**src/rtl/qar_dma_copy.sv**
```systemverilog
// Word-granular memory-to-memory copy engine: reads one word from the source, writes it to
// the destination, and repeats for the programmed length over the QAR data-memory handshake.
module qar_dma_copy #(
    parameter int LEN_WIDTH      = 16,
    parameter int TIMEOUT_CYCLES = 64
) (
    input  logic                 clk,
    input  logic                 rst,
    input  logic                 start,
    input  logic                 abort,
    input  logic [31:0]          src_addr,
    input  logic [31:0]          dst_addr,
    input  logic [LEN_WIDTH-1:0] len,
    output logic                 busy,
    output logic                 done,
    output logic                 err,
    output logic                 aborted,
    output logic [LEN_WIDTH-1:0] words_done,
    output logic                 mem_valid,
    output logic                 mem_we,
    output logic [31:0]          mem_addr,
    output logic [31:0]          mem_wdata,
    input  logic                 mem_ready,
    input  logic [31:0]          mem_rdata
);

    localparam int WD_W = (TIMEOUT_CYCLES < 2) ? 1 : $clog2(TIMEOUT_CYCLES + 1);

    typedef enum logic [2:0] {IDLE, RD, RGAP, WR, WGAP, DONE} state_t;

    state_t                state_q;
    logic [31:0]           src_q, dst_q, buf_q, addr_q;
    logic [LEN_WIDTH-1:0]  remain_q, words_q;
    logic [WD_W-1:0]       wd_q;
    logic                  abort_pend_q, busy_q, done_q, err_q, aborted_q, valid_q, we_q;
    logic                  abort_pend_d, wd_expire;

    // An abort arriving in the very cycle a decision is made still counts as pending.
    assign abort_pend_d = abort_pend_q | abort;
    assign wd_expire    = (TIMEOUT_CYCLES != 0) && (wd_q == WD_W'(TIMEOUT_CYCLES - 1));

    always_ff @(posedge clk or posedge rst) begin
        if (rst) begin
            state_q      <= IDLE;
            src_q        <= '0;
            dst_q        <= '0;
            buf_q        <= '0;
            addr_q       <= '0;
            remain_q     <= '0;
            words_q      <= '0;
            wd_q         <= '0;
            abort_pend_q <= 1'b0;
            busy_q       <= 1'b0;
            done_q       <= 1'b0;
            err_q        <= 1'b0;
            aborted_q    <= 1'b0;
            valid_q      <= 1'b0;
            we_q         <= 1'b0;
        end else begin
            done_q <= 1'b0;
            case (state_q)
                IDLE: begin
                    abort_pend_q <= 1'b0;
                    if (start) begin
                        src_q     <= src_addr;
                        dst_q     <= dst_addr;
                        remain_q  <= len;
                        err_q     <= 1'b0;
                        aborted_q <= 1'b0;
                        words_q   <= '0;
                        busy_q    <= 1'b1;
                        if (src_addr[1:0] != 2'b00 || dst_addr[1:0] != 2'b00) begin
                            err_q   <= 1'b1;
                            done_q  <= 1'b1;
                            state_q <= DONE;
                        end else if (len == '0) begin
                            done_q  <= 1'b1;
                            state_q <= DONE;
                        end else begin
                            valid_q <= 1'b1;
                            we_q    <= 1'b0;
                            addr_q  <= src_addr;
                            wd_q    <= '0;
                            state_q <= RD;
                        end
                    end
                end
                RD: begin
                    abort_pend_q <= abort_pend_d;
                    if (mem_ready) begin
                        buf_q   <= mem_rdata;
                        src_q   <= src_q + 32'd4;
                        valid_q <= 1'b0;
                        // The request-free DONE cycle doubles as the gap when stopping early.
                        if (abort_pend_d) begin
                            aborted_q <= 1'b1;
                            done_q    <= 1'b1;
                            state_q   <= DONE;
                        end else begin
                            state_q <= RGAP;
                        end
                    end else if (wd_expire) begin
                        valid_q <= 1'b0;
                        err_q   <= 1'b1;
                        done_q  <= 1'b1;
                        state_q <= DONE;
                    end else begin
                        wd_q <= wd_q + WD_W'(1);
                    end
                end
                RGAP: begin
                    if (abort_pend_d) begin
                        aborted_q <= 1'b1;
                        done_q    <= 1'b1;
                        state_q   <= DONE;
                    end else begin
                        valid_q <= 1'b1;
                        we_q    <= 1'b1;
                        addr_q  <= dst_q;
                        wd_q    <= '0;
                        state_q <= WR;
                    end
                end
                WR: begin
                    abort_pend_q <= abort_pend_d;
                    if (mem_ready) begin
                        dst_q    <= dst_q + 32'd4;
                        words_q  <= words_q + LEN_WIDTH'(1);
                        remain_q <= remain_q - LEN_WIDTH'(1);
                        valid_q  <= 1'b0;
                        if (remain_q == LEN_WIDTH'(1)) begin
                            done_q  <= 1'b1;
                            state_q <= DONE;
                        end else if (abort_pend_d) begin
                            aborted_q <= 1'b1;
                            done_q    <= 1'b1;
                            state_q   <= DONE;
                        end else begin
                            state_q <= WGAP;
                        end
                    end else if (wd_expire) begin
                        valid_q <= 1'b0;
                        err_q   <= 1'b1;
                        done_q  <= 1'b1;
                        state_q <= DONE;
                    end else begin
                        wd_q <= wd_q + WD_W'(1);
                    end
                end
                WGAP: begin
                    if (abort_pend_d) begin
                        aborted_q <= 1'b1;
                        done_q    <= 1'b1;
                        state_q   <= DONE;
                    end else begin
                        valid_q <= 1'b1;
                        we_q    <= 1'b0;
                        addr_q  <= src_q;
                        wd_q    <= '0;
                        state_q <= RD;
                    end
                end
                DONE: begin
                    busy_q  <= 1'b0;
                    state_q <= IDLE;
                end
                default: state_q <= IDLE;
            endcase
        end
    end

    assign busy       = busy_q;
    assign done       = done_q;
    assign err        = err_q;
    assign aborted    = aborted_q;
    assign words_done = words_q;
    assign mem_valid  = valid_q;
    assign mem_we     = we_q;
    assign mem_addr   = addr_q;
    assign mem_wdata  = buf_q;

endmodule

```
**config.mk**
```make
export PLATFORM = sky130hd
export DESIGN_NAME = qar_dma_copy
export DESIGN_NICKNAME = d
export VERILOG_FILES = /design/src/rtl/qar_dma_copy.sv
export SDC_FILE = /design/constraint.sdc
export NUM_CORES = 1
export LEC_CHECK = 0
export ABC_AREA = 1
export CAP_MARGIN = 10
export CORE_ASPECT_RATIO = 1.1
export CORE_MARGIN = 3
export CORE_UTILIZATION = 40
export DETAILED_ROUTE_END_ITERATION = 6
export PLACE_DENSITY_LB_ADDON = 0.08
export SETUP_SLACK_MARGIN = 0.2
export SYNTH_ARGS = -nofsm -noshare
export SYNTH_HDL_FRONTEND = slang
export SYNTH_SLANG_ARGS = --single-unit
```
**constraint.sdc**
```tcl
create_clock -name clk -period 7.5 [get_ports clk]
set_input_delay 1.875 -clock clk [delete_from_list [all_inputs] [get_ports clk]]
set_output_delay 1.875 -clock clk [all_outputs]
set_load 0.1 [all_outputs]
```
==> metrics list <==
- Maximum net fanout on the critical path: 35
- Cell types with the largest area share after synthesis: dfrtp_1 41%, nand2_1 24%, nor2_1 6.6%, nand3_1 6.5%, inv_1 5.3%
- Of all cell types, the one taking the most synthesized area is dfrtp_1.
* Horizontal extent of the die: 164 um
* Power Dens Cells: roughly 460 nW/um^2
- The worst setup path is of the in2reg kind.
* Diodes inserted: 0
- Clock buffers created by TritonCTS: 17
* GR met2 Demand/Resource: 0.403
- After detailed routing, the total wire length is 36.2 mm.
- Router iterations before antenna repair: 5
- Averaged over all synthesized cells, the footprint is 6.50 um^2.
* Required @ worst endpoint: 7.87 ns
- Buffers inserted by post-CTS timing repair: 0
- The floorplan step defined a die boundary enclosing 29300 um^2.
- The share of the Yosys chip area taken by registers is 0.405.
- Antenna violations before repair: 1
- In this run the core area contains between 60 and 70 standard-cell rows.
- Maxcap violations: 0
- Timing would allow up to 242 MHz.
- The run finished with clean final reports.
- For this run, the number of Yosys warnings is 0.
- Portion of synthesized cell area occupied by the leading cell type: 0.405
- Resized cells post-CTS: 0
- Summing over every cut layer, the via total after detailed routing is 11305.
- The first global-routing pass estimated around 57 mm of wire.
- In the final design database the tool counted 1973 nets.
- After detailed routing, the number of vias per cell comes to 5.11.
- Most repeated cell in the gate-level netlist after synthesis: nand2_1
- After synthesis, the most frequently instantiated cells are 684 x nand2_1, 193 x nor2_1, 177 x dfrtp_1, 153 x inv_1, 141 x nand3_1.
- 203 I/O pins were placed.
* Post-route DRC: 0
- Setup repair after global routing missed its margin: no
- Adding up every negative setup slack in the final design gives 0 ns.
- After routing the design area is 13800 um^2.
* Initial standard-cell utilization of the core: 0.412
- Summing all placed instances gives a cell area of 13200 um^2.
* CTS Root Cell: clkbuf_16
- Maximum number of pins on one net before global-route repair: 78
* Setup-failing EPs final: 0
- Minimum clock period: 4.14 ns
- Post-DRT Antenna Nets: 0
- In this run, synthesis produced a sequential element count of 177.
- Synth-to-layout area growth: 26.4%
* GR met3 Demand/Resource: 0.0425
- The first routing iteration left 795 violations.
- Port buffering added 202 buffers.
- Of the cells placed in the final design, the portion with a size suffix greater than 1 is 0.0371.
- Counting every instance in the synthesized netlist gives 1681.
- Hold Violations, Final: 0
- Unique masters post-synth: 37
- The later pin in the worst-skew pair is clocked with a latency of 0.45 ns.
- After clock tree synthesis, the clock-pin slew on the worst setup and hold paths is 0.07 ns.
- Number of clock sinks: 177
- Classification of the worst-slack hold path: reg2reg
- Count of hold-fix buffers inserted at cts: 0
- Leakage dissipation: 6.59 nW
* GR Util met1: 0.329
- The layer flagged by global routing as most heavily used is met2.
- Setup skew after layout: 0.0155 ns
- Post-synth net total: 1804
- The max-slew violation count was 0.
- STA classifies the critical path endpoint as a flip-flop.
- Worst-margin pin slew: around 1.0 ns
- TritonCTS clock tree: yes
- Worst setup SP type: primary input
- WP data arrival: 4.51 ns
- The core region is 26500 um^2.
- In this run the vertical extent of the chip is 179 um.
* Number of H-tree branching levels: 4
- RePlAce Congestion: between 0.9 and 1
* Sum of overflow across all layers after global routing: 0
* Total routing usage reported by global routing: 0.247
* Combined area of all synthesized cells: 10900 um^2
- VDD sags by at most 0.000392 V.
- No sink is reached through more buffers than the 2 on the longest clock path.
- In the finished design, the share of the clock period the worst path needs comes to 0.551.
- Via count of the first global-routing pass: approximately 11000
* Detailed-route wire length per cell: 16.4 um
* Top flip-flop cell by instance count after synthesis: dfrtp_1
* Post-Place Worst Slack: 2.92 ns
- Headroom to the max-slew limit came out at 0.304.
- Detailed Place HPWL: 26.3 mm
- Once routing completed, OpenROAD measured the worst setup slack at 3.36 ns.
* Asr flop ratio synth: 1.00
* EDFF count, synth: 0
[critical path, stage by stage]
cell and delay [ns]:
clkdlybuf4s50_1 0.63, nand3_2 0.70, inv_1 1.05, nand2_1 0.11, nand2_1 0.10
[worst paths after layout]
path	from	depth (start not counted)	end	slack [ns]
max	mem_ready	5	mem_wdata[10]	3.36
min	mem_addr[7]	2	mem_addr[7]	0.47
max reg2reg	state_q[2]	8	mem_addr[5]	4.23
min reg2reg	mem_addr[7]	2	mem_addr[7]	0.47
max in group asynchronous	rst	3	abort_pend_q	4.32
min in group asynchronous	rst	2	remain_q[11]	1.86
[flip-flops by register name, summed over array words and instances (netlist names)]
register and count:
abort_pend_q 1, aborted 1, busy 1, done 1, dst_q 32, err 1
mem_addr 32, mem_valid 1, mem_wdata 32, mem_we 1, remain_q 16, src_q 32
state_q 3, wd_q 7, words_done 16
[routing by layer]
layer | share of wire | vias up
li1 | - | 5670
met1 | 0.43 | 5217
met2 | 0.47 | 357
met3 | 0.065 | 59
met4 | 0.034 | 2
met5 | 0.00036 | -
[cell type report]
cell class                      count  area (um^2)
Inverter                          162          613
Fill cell                        2735        12700
Clock inverter                     14          190
Timing Repair Buffer              209         2070
Clock buffer                       17          425
Multi-Input combinational cell   1283         5630
Sequential cell                   177         4430
Tap cell                          352          440
[where the power goes]
group	switching, mW	internal, mW	leakage (nW)
registers	0.396	1.37	2.18
logic	2.76	0.910	4.11
clock network	0.446	0.509	0.302
[stage by stage]
stage	power [mW]	cells	util	hold slack, ns
6_report	6.39	2214	0.520	0.473
5_1_grt	6.81	2214	0.520	0.502
4_1_cts	6.41	2214	0.520	0.477
3_5_place_dp	5.44	2183	0.497	0.458
3_3_place_gp	5.40	2183	0.497	0.459
2_1_floorplan	4.44	1681	-	0.453
[cells by family after synthesis]
family                     count (synthesis)  share of synthesized area
AOI/OAI and AO/OA                        183                     0.0956
xor gates and xnor gates                   8                    0.00641
adders and majority gates                  6                    0.00687
buffers and inverters                    221                     0.0791
DFF                                      177                      0.405
and+or+nand+nor                         1086                      0.406
[cells in the final DEF (no fill, tap or decap), types with 3 or more instances in the layout]
cell type / count
a31oi_1: 3
dfrtp_1: 177
inv_6: 4
inv_1: 152
buf_4: 7
o22ai_1: 7
nor3_1: 9
o21ai_1: 8
xnor2_1: 4
clkbuf_16: 17
o21ai_0: 83
nand3_2: 3
inv_8: 4
ha_1: 6
a21oi_1: 37
o21bai_1: 9
nand2_2: 5
o211ai_1: 28
nand3_1: 141
clkinv_4: 3
clkdlybuf4s50_1: 202
nand3b_1: 6
nor2_1: 193
inv_2: 8
nand4_1: 30
nor2_2: 3
or2_2: 7
nand2_1: 683
xor2_1: 4
Note: power is estimated with default switching activity, not from simulation.
